==> src/rtl/uart_rx.sv <==
// rtl/uart_rx.sv - 16x-oversampled UART receiver with start validation and framing check
//
// Ports:
//   clk          system clock
//   rst          asynchronous active-high reset
//   tick         baud x OVERSAMPLE strobe, one clk wide (may be held high)
//   rx           asynchronous serial line, idle high
//   o_data       last correctly received byte (DATA_BITS wide)
//   o_rx_done    one-cycle pulse: o_data holds a new valid byte
//   o_frame_err  one-cycle pulse: stop bit sampled low, byte discarded
//   o_busy       high whenever the receiver is not idle

module uart_rx #(
    parameter int DATA_BITS  = 8,
    parameter int OVERSAMPLE = 16
) (
    input  logic                 clk,
    input  logic                 rst,
    input  logic                 tick,
    input  logic                 rx,
    output logic [DATA_BITS-1:0] o_data,
    output logic                 o_rx_done,
    output logic                 o_frame_err,
    output logic                 o_busy
);

    localparam int TW = (OVERSAMPLE > 1) ? $clog2(OVERSAMPLE) : 1;
    localparam logic [TW-1:0] T_MID  = TW'(OVERSAMPLE / 2 - 1);
    localparam logic [TW-1:0] T_END  = TW'(OVERSAMPLE - 1);
    localparam logic [2:0]    B_LAST = 3'(DATA_BITS - 1);

    typedef enum logic [2:0] {
        S_IDLE  = 3'd0,
        S_START = 3'd1,
        S_DATA  = 3'd2,
        S_STOP  = 3'd3,
        S_BREAK = 3'd4
    } state_t;

    state_t               state, state_nxt;
    logic                 rx_d1, rx_s;
    logic [TW-1:0]        tick_cnt;
    logic [2:0]           bit_cnt;
    logic [DATA_BITS-1:0] shift;

    logic tick_mid, tick_end, bit_last;
    logic done_set, err_set;

    assign tick_mid = (tick_cnt == T_MID);
    assign tick_end = (tick_cnt == T_END);
    assign bit_last = (bit_cnt == B_LAST);

    // State register
    always_ff @(posedge clk or posedge rst) begin
        if (rst) begin
            state <= S_IDLE;
        end else begin
            state <= state_nxt;
        end
    end

    // Next-state logic
    always_comb begin
        state_nxt = state;
        case (state)
            S_IDLE: begin
                if (!rx_s) state_nxt = S_START;
            end
            S_START: begin
                // A line that is high again at mid-start was a glitch.
                if (tick && tick_mid) state_nxt = rx_s ? S_IDLE : S_DATA;
            end
            S_DATA: begin
                if (tick && tick_end && bit_last) state_nxt = S_STOP;
            end
            S_STOP: begin
                // Leave at mid-stop so a following start edge half a bit
                // later is still seen from IDLE.
                if (tick && tick_end) state_nxt = rx_s ? S_IDLE : S_BREAK;
            end
            S_BREAK: begin
                // Hold off until the line returns high so a long break is
                // not decoded as a stream of zero bytes.
                if (rx_s) state_nxt = S_IDLE;
            end
            default: state_nxt = S_IDLE;
        endcase
    end

    // Output decode
    always_comb begin
        o_busy   = (state != S_IDLE);
        done_set = 1'b0;
        err_set  = 1'b0;
        if (state == S_STOP && tick && tick_end) begin
            done_set = rx_s;
            err_set  = !rx_s;
        end
    end

    // Synchroniser, counters, shift register and registered pulses
    always_ff @(posedge clk or posedge rst) begin
        if (rst) begin
            rx_d1       <= 1'b1;
            rx_s        <= 1'b1;
            tick_cnt    <= '0;
            bit_cnt     <= '0;
            shift       <= '0;
            o_data      <= '0;
            o_rx_done   <= 1'b0;
            o_frame_err <= 1'b0;
        end else begin
            rx_d1       <= rx;
            rx_s        <= rx_d1;
            o_rx_done   <= done_set;
            o_frame_err <= err_set;
            if (done_set) o_data <= shift;

            case (state)
                S_IDLE: begin
                    if (!rx_s) tick_cnt <= '0;
                end
                S_START: begin
                    if (tick) begin
                        if (tick_mid) begin
                            tick_cnt <= '0;
                            bit_cnt  <= '0;
                        end else begin
                            tick_cnt <= tick_cnt + 1'b1;
                        end
                    end
                end
                S_DATA: begin
                    if (tick) begin
                        if (tick_end) begin
                            shift    <= {rx_s, shift[DATA_BITS-1:1]};
                            tick_cnt <= '0;
                            if (!bit_last) bit_cnt <= bit_cnt + 1'b1;
                        end else begin
                            tick_cnt <= tick_cnt + 1'b1;
                        end
                    end
                end
                S_STOP: begin
                    if (tick) begin
                        if (tick_end) tick_cnt <= '0;
                        else          tick_cnt <= tick_cnt + 1'b1;
                    end
                end
                default: ;
            endcase
        end
    end

endmodule

==> config.mk <==
export PLATFORM = sky130hd
export DESIGN_NAME = uart_rx
export DESIGN_NICKNAME = d
export VERILOG_FILES = /design/src/rtl/uart_rx.sv
export SDC_FILE = /design/constraint.sdc
export NUM_CORES = 1
export LEC_CHECK = 0
export BUFFER_PORTS_ARGS = -buffer_cell sky130_fd_sc_hd__buf_4
export CAP_MARGIN = 25
export CORE_ASPECT_RATIO = 0.8
export CORE_UTILIZATION = 60
export CTS_BUF_LIST = sky130_fd_sc_hd__clkbuf_8
export DETAILED_ROUTE_END_ITERATION = 12
export GPL_TIMING_DRIVEN = 0
export PLACE_DENSITY = 0.87
export SYNTH_ARGS = -nofsm -noshare
export SYNTH_HDL_FRONTEND = slang
export SYNTH_SLANG_ARGS = --single-unit
==> constraint.sdc <==
create_clock -name clk -period 2.6 [get_ports clk]
set_clock_uncertainty 0.2 [all_clocks]
set_input_delay 0.26 -clock clk [delete_from_list [all_inputs] [get_ports clk]]
set_output_delay 0.26 -clock clk [all_outputs]
set_load 0.005 [all_outputs]
**Yosys cells after proc, flatten, opt, wreduce, memory -nomap -nowiden**

Index checks and enable logic that the tools add are counted.

- Bits of input ports: 4
- Logic and storage cells: 66
- Bits in registers: 30

- Equality and inequality tests: 18
- Muxes and demuxes: 22
- Add/sub/neg operators: 2
- Reductions and logical operators: 15

Operators by type and width:

| kind | number |
|---|---|
| 3-bit two-way mux | 11 |
| 4-bit two-way mux | 5 |
| 2-bit != test (second input constant) | 10 |
| 3-bit case mux with 5 select lines | 1 |
| 4-bit case mux with 3 select lines | 1 |
| 3-bit by 2-bit equality test with 1-bit output (second input constant) | 2 |
| 3-bit equality test (second input constant) | 2 |
| 3-bit case mux with 2 select lines | 1 |
| 6-bit AND reduction | 1 |
| 3-bit nonzero test | 2 |
| 1-bit logical AND | 5 |
| 5-bit AND reduction | 1 |
| 4-bit by 1-bit adder with 4-bit output (second input constant) | 1 |
| 4-bit by 3-bit equality test with 1-bit output (second input constant) | 1 |
| 4-bit equality test (second input constant) | 1 |
| 4-bit AND reduction | 1 |
| 3-bit by 1-bit adder with 3-bit output (second input constant) | 1 |
| 3-bit by 1-bit equality test with 1-bit output (second input constant) | 1 |
| 3-bit zero test | 1 |
| 3-bit AND reduction | 1 |
| 1-bit two-way mux | 2 |
| 2-bit two-way mux | 1 |
| 2-bit by 1-bit != test with 1-bit output (second input constant) | 1 |
| 2-bit nonzero test | 1 |
| other kinds (2) | 2 |

**Logic depth before layout (Yosys ltp)**

Gate-level depths: netlist of run 1.

- Depth after elaboration: 5
- Mapped depth: 5
- Depth with buffers taken out: 5

**Least setup slack after synthesis of run 1**

Ideal clock, no wire load.

- Path type: reg2reg
- Start point: reg tick_cnt[0]
- End point: reg o_data[0]
- Stages on the path, launching flop included: 5
- Period minus slack after synthesis: 1,824 ps
- Buffers on the path: 0
- Arrival time: 1,499 ps
- Setup slack: 776 ps
- Cell sequence: dfrtp_1 ha_1 nand3_2 nor3_4 mux2_2

- Cells in the longest elaborated chain, start to end: 3

Ends and longest elaborated chain:

| what | line | text |
|---|---|---|
| start, declared | 42 | `logic [TW-1:0] tick_cnt;` |
| start signal, assigned | 129 | `tick_cnt <= tick_cnt + 1'b1;` |
| start signal, assigned | 140 | `tick_cnt <= tick_cnt + 1'b1;` |
| start signal, assigned | 147 | `else tick_cnt <= tick_cnt + 1'b1;` |
| 4-bit equality test | 50 | `assign tick_end = (tick_cnt == T_END);` |
| 1-bit logical AND | 95 | `if (state == S_STOP && tick && tick_end) begin` |
| 1-bit two-way mux | 95 |  |
| via done_set | 47 | `logic done_set, err_set;` |
| end signal, assigned | 117 | `if (done_set) o_data <= shift;` |
| end, declared | 21 | `output logic [DATA_BITS-1:0] o_data,` |

The timed path passes the listed nets, and every way through them passes these cells.
A chain may end at the register's enable or synchronous reset.

**Worst setup path in the final report of run 1**

- Start point: reg tick_cnt[0]
- End point: reg o_data[3]

Same word-level chain as after synthesis.

==> metrics.md, run 1 <==
| Metric | Value |
|---|---|
| HPWL after DPL | `1940 µm` |
| Min Tclk post-route | `2.06 ns` |
| Setup violators final | `0` |
| Critical Path AT | `2.02 ns` |
| Maxcap violations | `0` |
| Crit path required time | `2.56 ns` |
| GRT Util Overall | `24.9%` |
| RSZ-0062 raised after global routing | `false` |
| Syn Area/Cell | `12.4 µm²` |
| Leading area contributor after synthesis | `dfrtp_1` |
| TNS Setup | `0 ns` |
| Min-delay src | `rx_d1` |
| TritonCTS clock tree | `yes` |
| Area of the multi-input gates | `638 µm²` |
| H-tree levels | `2` |
| Final WL | `2710 µm` |
| Buffers from clock root to sink, at most | `2` |
| Gpl congestion | `0.846` |
| Router iterations before antenna repair | `8` |
| Register area | `753 µm²` |
| Filler instances | `140` |
| Fin. max-slew vios | `0` |
| Routed vias/inst | `5.99` |
| Die area | `2610 µm²` |
| Total leakage power | `0.839 nW` |
| Dpl cell area | `1610 µm²` |
| PwrDens | `867 nW/µm²` |
| Final #Nets | `148` |
| R2R Setup Slk | `0.54 ns` |
| Most Crowded Layer GR | `met2` |
| Worst Setup Start Kind | `flop` |
| CP Capture Type | `flop` |
| F_max | `0.484 GHz` |
| Hold Fails Final Rpt | `0` |
| Vias | `1,001` |
| Hold slack | `0.155 ns` |
| Most numerous cell in the Yosys netlist | `dfrtp_1` |
| Syn nets | `124` |
| First-pass GRT wire length | `4550 µm` |
| Ys flop type | `dfrtp_1` |
| Post-synthesis cell count | `117` |
| Sink Count | `30` |
| Worst Hold End | `rx_s` |
| Yosys warning count | `0` |
| Status | `finished, violations left` |
| Area share of the largest cell type after synthesis | `48.4%` |
| Vias in the first global route | `939` |
| Failing checks | `DRC` |
| HP Class | `flop to flop` |
| Met3 usage | `9.38%` |
| Clk root buf | `clkbuf_8` |
| Die H | `45.9 µm` |
| Site Rows | `15` |
| Async SR Flop Fraction | `100%` |
| FF+latch count, synth | `30` |
| Share of cells above drive strength 1 | `35.2%` |
| Slew @ Worst Pin | `0.630 ns` |
| Number of enable flip-flop cells after synthesis | `0` |
| Post-route ant nets | `0` |
| Synth top area cells | `dfrtp_1 (48%), mux2_2 (13%), dfstp_2 (3.6%)` |
| Largest net degree at the start of global routing | `17` |
| Critical R2R Launch | `tick_cnt[0]` |
| Wire length per cell | `16.2 µm` |
| I/O Buffers | `14` |
| Critical path peak fanout | `9` |
| Met1 usage | `30.7%` |
| Initial core utilization | `65.3%` |
| CORE AREA | `2210 µm²` |
| VDD IR max | `0.584 mV` |
| R2r endpoint | `o_data[3]` |
| Io pins | `15` |
| Crit path kind | `flop to flop` |
| Worst r2r path cells | `4` |
| Horiz. Die Dim | `56.9 µm` |
| Slew HR | `58.0%` |
| Met2 GRT Util | `39.5%` |
| CTS resizes | `0` |
| Hold depth | `0` |
| Fin crit share | `79.4%` |
| Initial drt markers | `38` |
| Grt total ovfl | `0` |
| Seq/Total Area, Yosys | `52.1%` |
| DR DRC count | `2` |
| Ant. Diodes | `0` |
| Later-pin clock latency in the skew report | `0.28 ns` |
| Unique masters post-synth | `44` |
| Cts bufs inserted | `5` |
| Design area | `1710 µm²` |
| CTS clock-pin slew for the worst setup and hold paths | `0.06 ns` |
| Top cells by instance count after synthesis | `dfrtp_1 (28), mux2_2 (17), inv_1 (8)` |
| Cell Area, Synth | `1450 µm²` |
| Area Overhead vs Synth | `18.3%` |
| Initial antenna violation count | `0` |
final cells by class:
cell class	count	share of cell area (%)
repair buffers	17	8.92
plain buffers	4	1.46
clock inverters	3	0.658
inverters	8	1.76
well taps	25	1.83
multi-input cells	75	37.3
clock buffers	5	4.02
flip-flops and latches	30	44.0
cells by family (layout without fill, tap and decap cells):
kind of cell / Yosys count / after routing / synth area share (%)
buffers and inverters: 12 / 37 / 3.81
DFF: 30 / 30 / 52.1
adders and majority gates: 3 / 3 / 2.60
and+or+nand+nor: 32 / 32 / 15.6
AOI/OAI and AO/OA: 20 / 20 / 10.7
xor gates and xnor gates: 1 / 1 / 0.606
muxes: 19 / 19 / 14.6
layer usage:
| layer | part of all wire, % | vias to the layer above |
|---|---|---|
| met3 | 3.8 | 8 |
| met2 | 49 | 18 |
| met4 | 2.5 | 0 |
| met5 | 0 | - |
| li1 | - | 483 |
| met1 | 45 | 492 |
where the power goes:
group	internal, W	switching, W
logic	0.000233	0.000292
registers	0.000547	0.0000763
clock network	0.000177	0.000157
total	0.000957	0.000525
worst max path at each step:
stage	start	to	slack, ns	cells after the start
after floorplan	tick_cnt[0]	o_data[0]	0.78	4
after global placement	tick_cnt[0]	o_data[6]	0.59	4
final	tick_cnt[0]	o_data[3]	0.54	4
after CTS	tick_cnt[0]	o_data[3]	0.54	4
after detailed placement	tick_cnt[0]	o_data[1]	0.53	4
after global routing	tick_cnt[0]	o_data[3]	0.38	4
stage by stage:
stage	setup WS (ns)	cells	util, %	total power [W]
after floorplan	0.776	117	-	0.00102
after global placement	0.586	156	71.5	0.00111
after detailed placement	0.532	157	72.7	0.00115
after CTS	0.536	167	77.2	0.00149
after global routing	0.377	167	77.2	0.00159
final	0.536	167	77.2	0.00148
worst max-delay path, cell delays in order (launching register included):
cell	delay, ns
dfrtp_1	0.38
ha_1	0.29
nand3_2	0.20
nor3_4	0.46
mux2_2	0.40
timing repair:
| item | in CTS | in global routing |
|---|---|---|
| hold buffers | 2 | 0 |
| setup buffers | 0 | 0 |
| endpoints found under the hold margin | 15 | 0 |
| endpoints found under the setup margin | 0 | 0 |
placed cells by master (no fill, tap or decap), types with 2 or more instances in the layout:
| cell type | n |
|---|---|
| dfstp_2 | 2 |
| mux2_2 | 17 |
| buf_2 | 2 |
| ha_1 | 3 |
| a21oi_1 | 4 |
| nand3_1 | 5 |
| or4_1 | 2 |
| nor3_4 | 2 |
| mux2i_1 | 2 |
| o211ai_1 | 3 |
| buf_4 | 14 |
| nand2_1 | 6 |
| dfrtp_1 | 28 |
| clkbuf_8 | 5 |
| dlygate4sd3_1 | 2 |
| inv_1 | 11 |
| nor2_1 | 3 |
flip-flops by register name, summed over array words and instances (netlist names):
signal       count
state            3
o_data           8
shift            8
o_rx_done        1
bit_cnt          3
rx_s             1
tick_cnt         4
rx_d1            1
o_frame_err      1
No activity file was read; power rests on OpenSTA's default activity.
==> run 2, diff against run 1 <==
Settings changed: ABC_AREA set to 1.
Clock period 2.6 ns to 1.9 ns, I/O delays scaled along.
==> run 2 against run 1 <==
  * The flow still finishes with violations (DRC)
  * Non-clock buffer count decreased by 1
  * Count of clock-buffer cells in the layout increased by 1
  * Combinational power up 20%
  * Largest cell class unchanged
==> metrics.md, run 2 <==
| Metric | Value |
|---|---|
| Number of enable flip-flop cells after synthesis | `0 (unchanged)` |
| Area share of the largest cell type after synthesis | `48.7% (+0.25 points)` |
| Setup violators final | `0 (unchanged)` |
| I/O Buffers | `14 (unchanged)` |
| Syn nets | `165 (+33%)` |
| Worst Setup Start Kind | `flop` |
| Slew HR | `64.0% (+6.1 points)` |
| Clk root buf | `clkbuf_8` |
| Initial drt markers | `55 (+45%)` |
| Initial antenna violation count | `0 (unchanged)` |
| H-tree levels | `2 (unchanged)` |
| Failing checks | `DRC` |
| Fin crit share | `91.5% (+12 points)` |
| TNS Setup | `0 ns (unchanged)` |
| Post-route ant nets | `0 (unchanged)` |
| Combinational share of power | `33.2% (-2.2 points)` |
| Gpl congestion | `0.875 (+3.4%)` |
| HPWL after DPL | `1940 µm (+0.19%)` |
| Most common cell after layout, fill and taps aside | `nand2_1` |
| DR DRC count | `2 (unchanged)` |
| Fin. max-slew vios | `0 (unchanged)` |
| Routed vias/inst | `5.27 (-12%)` |
| Horiz. Die Dim | `56.8 µm (-0.25%)` |
| Min Tclk post-route | `1.74 ns (-0.326 ns)` |
| PwrDens | `1110 nW/µm² (+28%)` |
| Die H | `45.8 µm (-0.25%)` |
| Top cells by instance count after synthesis | `nand2_1 (46), dfrtp_1 (28), inv_1 (15), o21ai_2 (15), nand3_1 (10)` |
| Clock power frac | `26.5% (+3.9 points)` |
| Filler instances | `152 (+8.6%)` |
| Most frequent cells in the layout | `nand2_1 (46), dfrtp_1 (28), inv_1 (17)` |
| Ys flop type | `dfrtp_1` |
| Wire length per cell | `12.5 µm (-23%)` |
| Vias | `1,096 (+9.5%)` |
| Async SR Flop Fraction | `100% (unchanged)` |
| Initial core utilization | `65.0% (-0.34 points)` |
| CTS clock-pin slew for the worst setup and hold paths | `0.06 ns (about the same)` |
| Site Rows | `15 (unchanged)` |
| Internal | `0.00121 W (+27%)` |
| Crit path required time | `1.87 ns (-0.69 ns)` |
| Critical Path AT | `1.71 ns (-0.31 ns)` |
| Crit path kind | `flop to flop` |
| VDD IR max | `0.755 mV (+29%)` |
| RSZ-0062 raised after global routing | `false` |
| Buffers from clock root to sink, at most | `2 (unchanged)` |
| Final WL | `2590 µm (-4.4%)` |
| Sw frac | `36.2% (+0.77 points)` |
| GRT Util Overall | `23.3% (-1.6 points)` |
| Ant. Diodes | `0 (unchanged)` |
| Seq/Total Area, Yosys | `52.3% (+0.27 points)` |
| Sequential Power Share | `40.3% (-1.7 points)` |
| Post-synthesis cell count | `158 (+35%)` |
| Cell Area, Synth | `1440 µm² (-0.52%)` |
| Final design utilization | `77.3% (+0.11 points)` |
| Die area | `2600 µm² (-0.50%)` |
| Leading area contributor after synthesis | `dfrtp_1` |
| Yosys warning count | `0 (unchanged)` |
| First-pass GRT wire length | `4300 µm (-5.5%)` |
| Sw power | `0.000687 W (+31%)` |
| TritonCTS clock tree | `yes` |
| Sink Count | `30 (unchanged)` |
| Status | `finished, violations left` |
| Slew @ Worst Pin | `0.539 ns (-0.0908 ns)` |
| HP Class | `primary input to flop` |
| Share of cells above drive strength 1 | `28.4% (-6.8 points)` |
| Vias in the first global route | `982 (+4.6%)` |
| Most numerous cell in the Yosys netlist | `nand2_1` |
| Top Registers | `o_data (8), shift (8), tick_cnt (4)` |
| Area Overhead vs Synth | `19.0%` |
| Router iterations before antenna repair | `8 (unchanged)` |
| Io pins | `15 (unchanged)` |
| Final #Nets | `189 (+28%)` |
| Grt total ovfl | `0 (unchanged)` |
| Unique masters post-synth | `25 (-43%)` |
| Maxcap violations | `0 (unchanged)` |
| Synth top area cells | `dfrtp_1 (49%), nand2_1 (12%), o21ai_2 (9.1%)` |
| Later-pin clock latency in the skew report | `0.28 ns (about the same)` |
| Cts bufs inserted | `5 (unchanged)` |
| Dpl cell area | `1600 µm² (-0.47%)` |
| Hold Fails Final Rpt | `0 (unchanged)` |
| # Post-CTS Setup Buffers | `0 (unchanged)` |
| CORE AREA | `2210 µm² (unchanged)` |
| Largest net degree at the start of global routing | `20 (+3)` |
| Syn Area/Cell | `9.11 µm² (-26%)` |
| FF+latch count, synth | `30 (unchanged)` |
| Total leakage power | `0.877 nW (+4.5%)` |
| Design area | `1710 µm² (+0.15%)` |
| CP Capture Type | `flop` |
| F_max | `0.575 GHz (+19%)` |
| Critical path peak fanout | `10 (+1)` |
run 2: changes by cell type after synthesis, sizes merged, moves of 4 or more:
cell | before | now
mux2 | 17 | 0
inv | 8 | 18
nand2 | 6 | 49
nor2 | 3 | 10
o21ai | 0 | 23
o211ai | 4 | 0
nand3 | 6 | 12
run 2: timing repair:
item / in CTS / in global routing
hold endpoints to repair: 10 / 0
endpoints found under the setup margin: 0 / 3
gates resized for setup: 0 / 1
hold buffers: 2 / 0
run 2: power groups by stage:
stage / registers [W] / logic (W) / clock network (W)
global route: 0.000773 / 0.000718 / 0.000541
CTS: 0.000763 / 0.000630 / 0.000511
detailed placement: 0.000773 / 0.000622 / 0
global placement: 0.000769 / 0.000581 / 0
finish: 0.000765 / 0.000630 / 0.000503
floorplan: 0.000761 / 0.000490 / 0
run 2: kinds of logic after synthesis:
kind of cell	Yosys count	share of synthesized area [%]
fa+ha+maj	3	2.61
simple gates	77	25.0
flops	30	52.3
buf+inv	22	7.04
compound gates	26	13.0
run 2: cell type report:
cell class	count	area [µm²]	share of cell area, %
clock buffers	6	82.6	4.82
repair buffers	17	153	8.91
plain buffers	3	30.0	1.75
multi-input cells	106	584	34.1
well taps	25	31.3	1.83
inverters	19	71.3	4.16
flip-flops and latches	30	753	44.0
clock inverters	2	7.51	0.438
run 2: layer usage:
| metal | GRT usage [%] | vias up | wire [µm] |
|---|---|---|---|
| met2 | 36.0 | 24 | 1210 |
| li1 | - | 556 | - |
| met4 | 5.85 | 0 | 19 |
| met5 | 0 | - | 0 |
| met1 | 30.7 | 513 | 1230 |
| met3 | 10.2 | 3 | 127 |
run 2: worst paths after layout:
| check | to | depth (start not counted) | from | slack [ns] |
|---|---|---|---|---|
| worst max-delay path | o_data[7] | 7 | tick_cnt[0] | 0.16 |
| worst min-delay path | o_frame_err | 3 | tick | 0.1 |
| worst max register to register | o_data[7] | 7 | tick_cnt[0] | 0.16 |
| worst min register to register | rx_s | 0 | rx_d1 | 0.16 |
| max in group asynchronous | shift[6] | 4 | rst | 0.71 |
| min in group asynchronous | shift[7] | 3 | rst | 0.31 |
run 2: critical path: stages, from the launching register on:
cell	delay, ns
dfrtp_1	0.38
ha_1	0.24
nand4_1	0.21
inv_2	0.17
nand3_4	0.13
buf_6	0.18
nand2_1	0.07
o21ai_2	0.05
run 2: stage by stage:
step                power (W)  hold slack, ns  std cells  worst slack (ns)
finish                0.00190          0.0978        208             0.161
global route          0.00203           0.121        208            0.0327
CTS                   0.00190          0.0761        208             0.108
detailed placement    0.00140          0.0657        198             0.131
global placement      0.00135          0.0991        197             0.137
floorplan             0.00125        -0.00552        158             0.279
==> run 3, diff against run 2 <==
Settings changed: ABC_AREA 1 to unset.
==> run 3 against run 2 <==
  * The flow still finishes with violations (DRC)
  * Critical endpoint is now o_busy
  * Non-clock buffer count grew 7
  * Power grew 11%
  * Clock power shrank 8.2%
  * Global-route usage grew 3.1 points
  * Via count shrank 3.2%
  * Combinational power grew 24%
  * Hold slack gained 0.022 ns
  * Maximum frequency shrank 5.7%
  * Cell count shrank 17%
  * Sequential share of layout area shrank 1.6 points
  * Largest cell class unchanged
  * Wire length grew 15%
==> metrics.md, run 3 (synthesized netlist as in run 1, its figures left out) <==
| Metric | Value |
|---|---|
| Status | `finished, violations left` |
| Failing checks | `DRC` |
| Sink Count | `30 (unchanged)` |
| Top Registers | `o_data (8), shift (8), tick_cnt (4)` |
| Crit path kind | `flop to output pin` |
| Vias in the first global route | `958 (-2.4%)` |
| Clk root buf | `clkbuf_8` |
| Design area | `1780 µm² (+3.9%)` |
| Final WL | `2980 µm (+15%)` |
| Hold slack | `0.120 ns (+0.0223 ns)` |
| Share of cells above drive strength 1 | `39.9% (+11 points)` |
| Routed vias/inst | `6.13 (+16%)` |
| Hold Fails Final Rpt | `0 (unchanged)` |
| Metal3 WL | `163 µm (+28%)` |
| Critical path peak fanout | `10 (unchanged)` |
| Slew @ Worst Pin | `0.633 ns (+0.0939 ns)` |
| Horiz. Die Dim | `56.9 µm (+0.26%)` |
| First-pass GRT wire length | `4770 µm (+11%)` |
| Fin. max-slew vios | `0 (unchanged)` |
| DR DRC count | `2 (unchanged)` |
| HPWL after DPL | `1940 µm (-0.19%)` |
| Crit-path cells | `buf_2, or3_1, buf_4` |
| GRT Util Overall | `26.5% (+3.1 points)` |
| RSZ-0062 raised after global routing | `false` |
| H-tree levels | `2 (unchanged)` |
| Critical Path AT | `1.45 ns (-0.26 ns)` |
| PwrDens | `1180 nW/µm² (+6.9%)` |
| Crit path required time | `1.51 ns (-0.36 ns)` |
| CTS clock-pin slew for the worst setup and hold paths | `0.06 ns (about the same)` |
| F_max | `0.543 GHz (-5.7%)` |
| Die H | `45.9 µm (+0.25%)` |
| I/O Buffers | `14 (unchanged)` |
| Most common cell after layout, fill and taps aside | `dfrtp_1` |
| Ant. Diodes | `0 (unchanged)` |
| CP Capture Type | `output pin` |
| Dpl cell area | `1610 µm² (+0.47%)` |
| Slowest cell on the critical path | `dfrtp_2` |
| Router iterations before antenna repair | `8 (unchanged)` |
| Post-route ant nets | `0 (unchanged)` |
| DR WL met2 | `1520 µm (+25%)` |
| Final #Nets | `154 (-19%)` |
| Most frequent cells in the layout | `dfrtp_1 (27), buf_4 (20), mux2_2 (17)` |
| Initial core utilization | `65.3% (+0.34 points)` |
| Vias | `1,061 (-3.2%)` |
| Initial antenna violation count | `0 (unchanged)` |
| Grt total ovfl | `0 (unchanged)` |
| Worst path max stage delay | `0.47 ns (+0.09 ns)` |
| Slew HR | `57.8% (-6.3 points)` |
| Worst Setup Start Kind | `flop` |
| Gpl congestion | `0.846 (-3.3%)` |
| Setup violators final | `0 (unchanged)` |
| Later-pin clock latency in the skew report | `0.28 ns (about the same)` |
| Total leakage power | `0.878 nW (+0.11%)` |
| TritonCTS clock tree | `yes` |
| Die area | `2610 µm² (+0.51%)` |
| Maxcap violations | `0 (unchanged)` |
| Io pins | `15 (unchanged)` |
| CORE AREA | `2210 µm² (unchanged)` |
| Final design utilization | `80.3% (+3.0 points)` |
| Cts bufs inserted | `5 (unchanged)` |
| Buffers from clock root to sink, at most | `2 (unchanged)` |
| VDD IR max | `0.798 mV (+5.7%)` |
| Min Tclk post-route | `1.84 ns (+0.104 ns)` |
| Initial drt markers | `57 (+3.6%)` |
| Site Rows | `15 (unchanged)` |
| Wire length per cell | `17.2 µm (+38%)` |
| HP Class | `primary input to flop` |
| Post-Route M1 WL | `1210 µm (-1.3%)` |
| DR top layer | `met4` |
| Area Overhead vs Synth | `23.0%` |
| Fin crit share | `97.0% (+5.5 points)` |
| Largest net degree at the start of global routing | `17 (-15%)` |
run 3: through the flow:
step | setup WS (ns) | setup TNS (ns) | total power, W | instances
after floorplan | 0.0761 | 0 | 0.00140 | 117
after global placement | -0.114 | -1.23 | 0.00152 | 156
after detailed placement | -0.168 | -1.96 | 0.00157 | 157
after CTS | 0.000505 | 0 | 0.00206 | 172
after global routing | 0.00522 | 0 | 0.00224 | 173
final | 0.0570 | 0 | 0.00211 | 173
run 3: path summary, 6_finish.rpt:
| kind | from | to | slack (ns) | depth (start not counted) |
|---|---|---|---|---|
| min | tick | o_frame_err | 0.12 | 3 |
| min reg2reg | rx_d1 | rx_s | 0.16 | 0 |
| min in group asynchronous | rst | o_rx_done | 0.36 | 3 |
| max in group asynchronous | rst | rx_s | 0.55 | 4 |
| max reg2reg | state[2] | tick_cnt[1] | 0.09 | 3 |
| max | state[2] | o_busy | 0.06 | 3 |
run 3: area by class of cell:
class                      instances  area (µm²)
buffer                             4        26.3
fill                             129         435
timing repair buffer              23         198
multi-input combinational         75         659
inverter                           8        30.0
clock inverter                     3        11.3
clock buffer                       5        68.8
tap                               25        31.3
sequential                        30         754
run 3: routing by layer:
| metal | vias to the layer above | GRT usage [%] |
|---|---|---|
| li1 | 493 | - |
| met5 | - | 0 |
| met1 | 521 | 31.1 |
| met3 | 8 | 9.38 |
| met4 | 0 | 10.7 |
| met2 | 39 | 45.4 |
run 3: worst max-delay path, delay by kind of cell, from the launching register on:
kind                   cells  cell delay (ns)
buffers and inverters      2             0.34
flip-flops                 1             0.47
AND/OR/NAND/NOR            1             0.37
run 3: repair_timing:
action,in CTS,in global routing
pin swaps,2,1
setup endpoints to repair,19,21
cloned,0,0
resized for setup,2,4
hold buffers,2,0
endpoints found under the hold margin,15,0
setup buffers,5,1
run 3: power breakdown:
group,switching (W),total [W],internal (W)
clock network,0.000219,0.000462,0.000243
logic,0.000420,0.000782,0.000362
registers,0.000115,0.000864,0.000748
total,0.000755,0.00211,0.00135
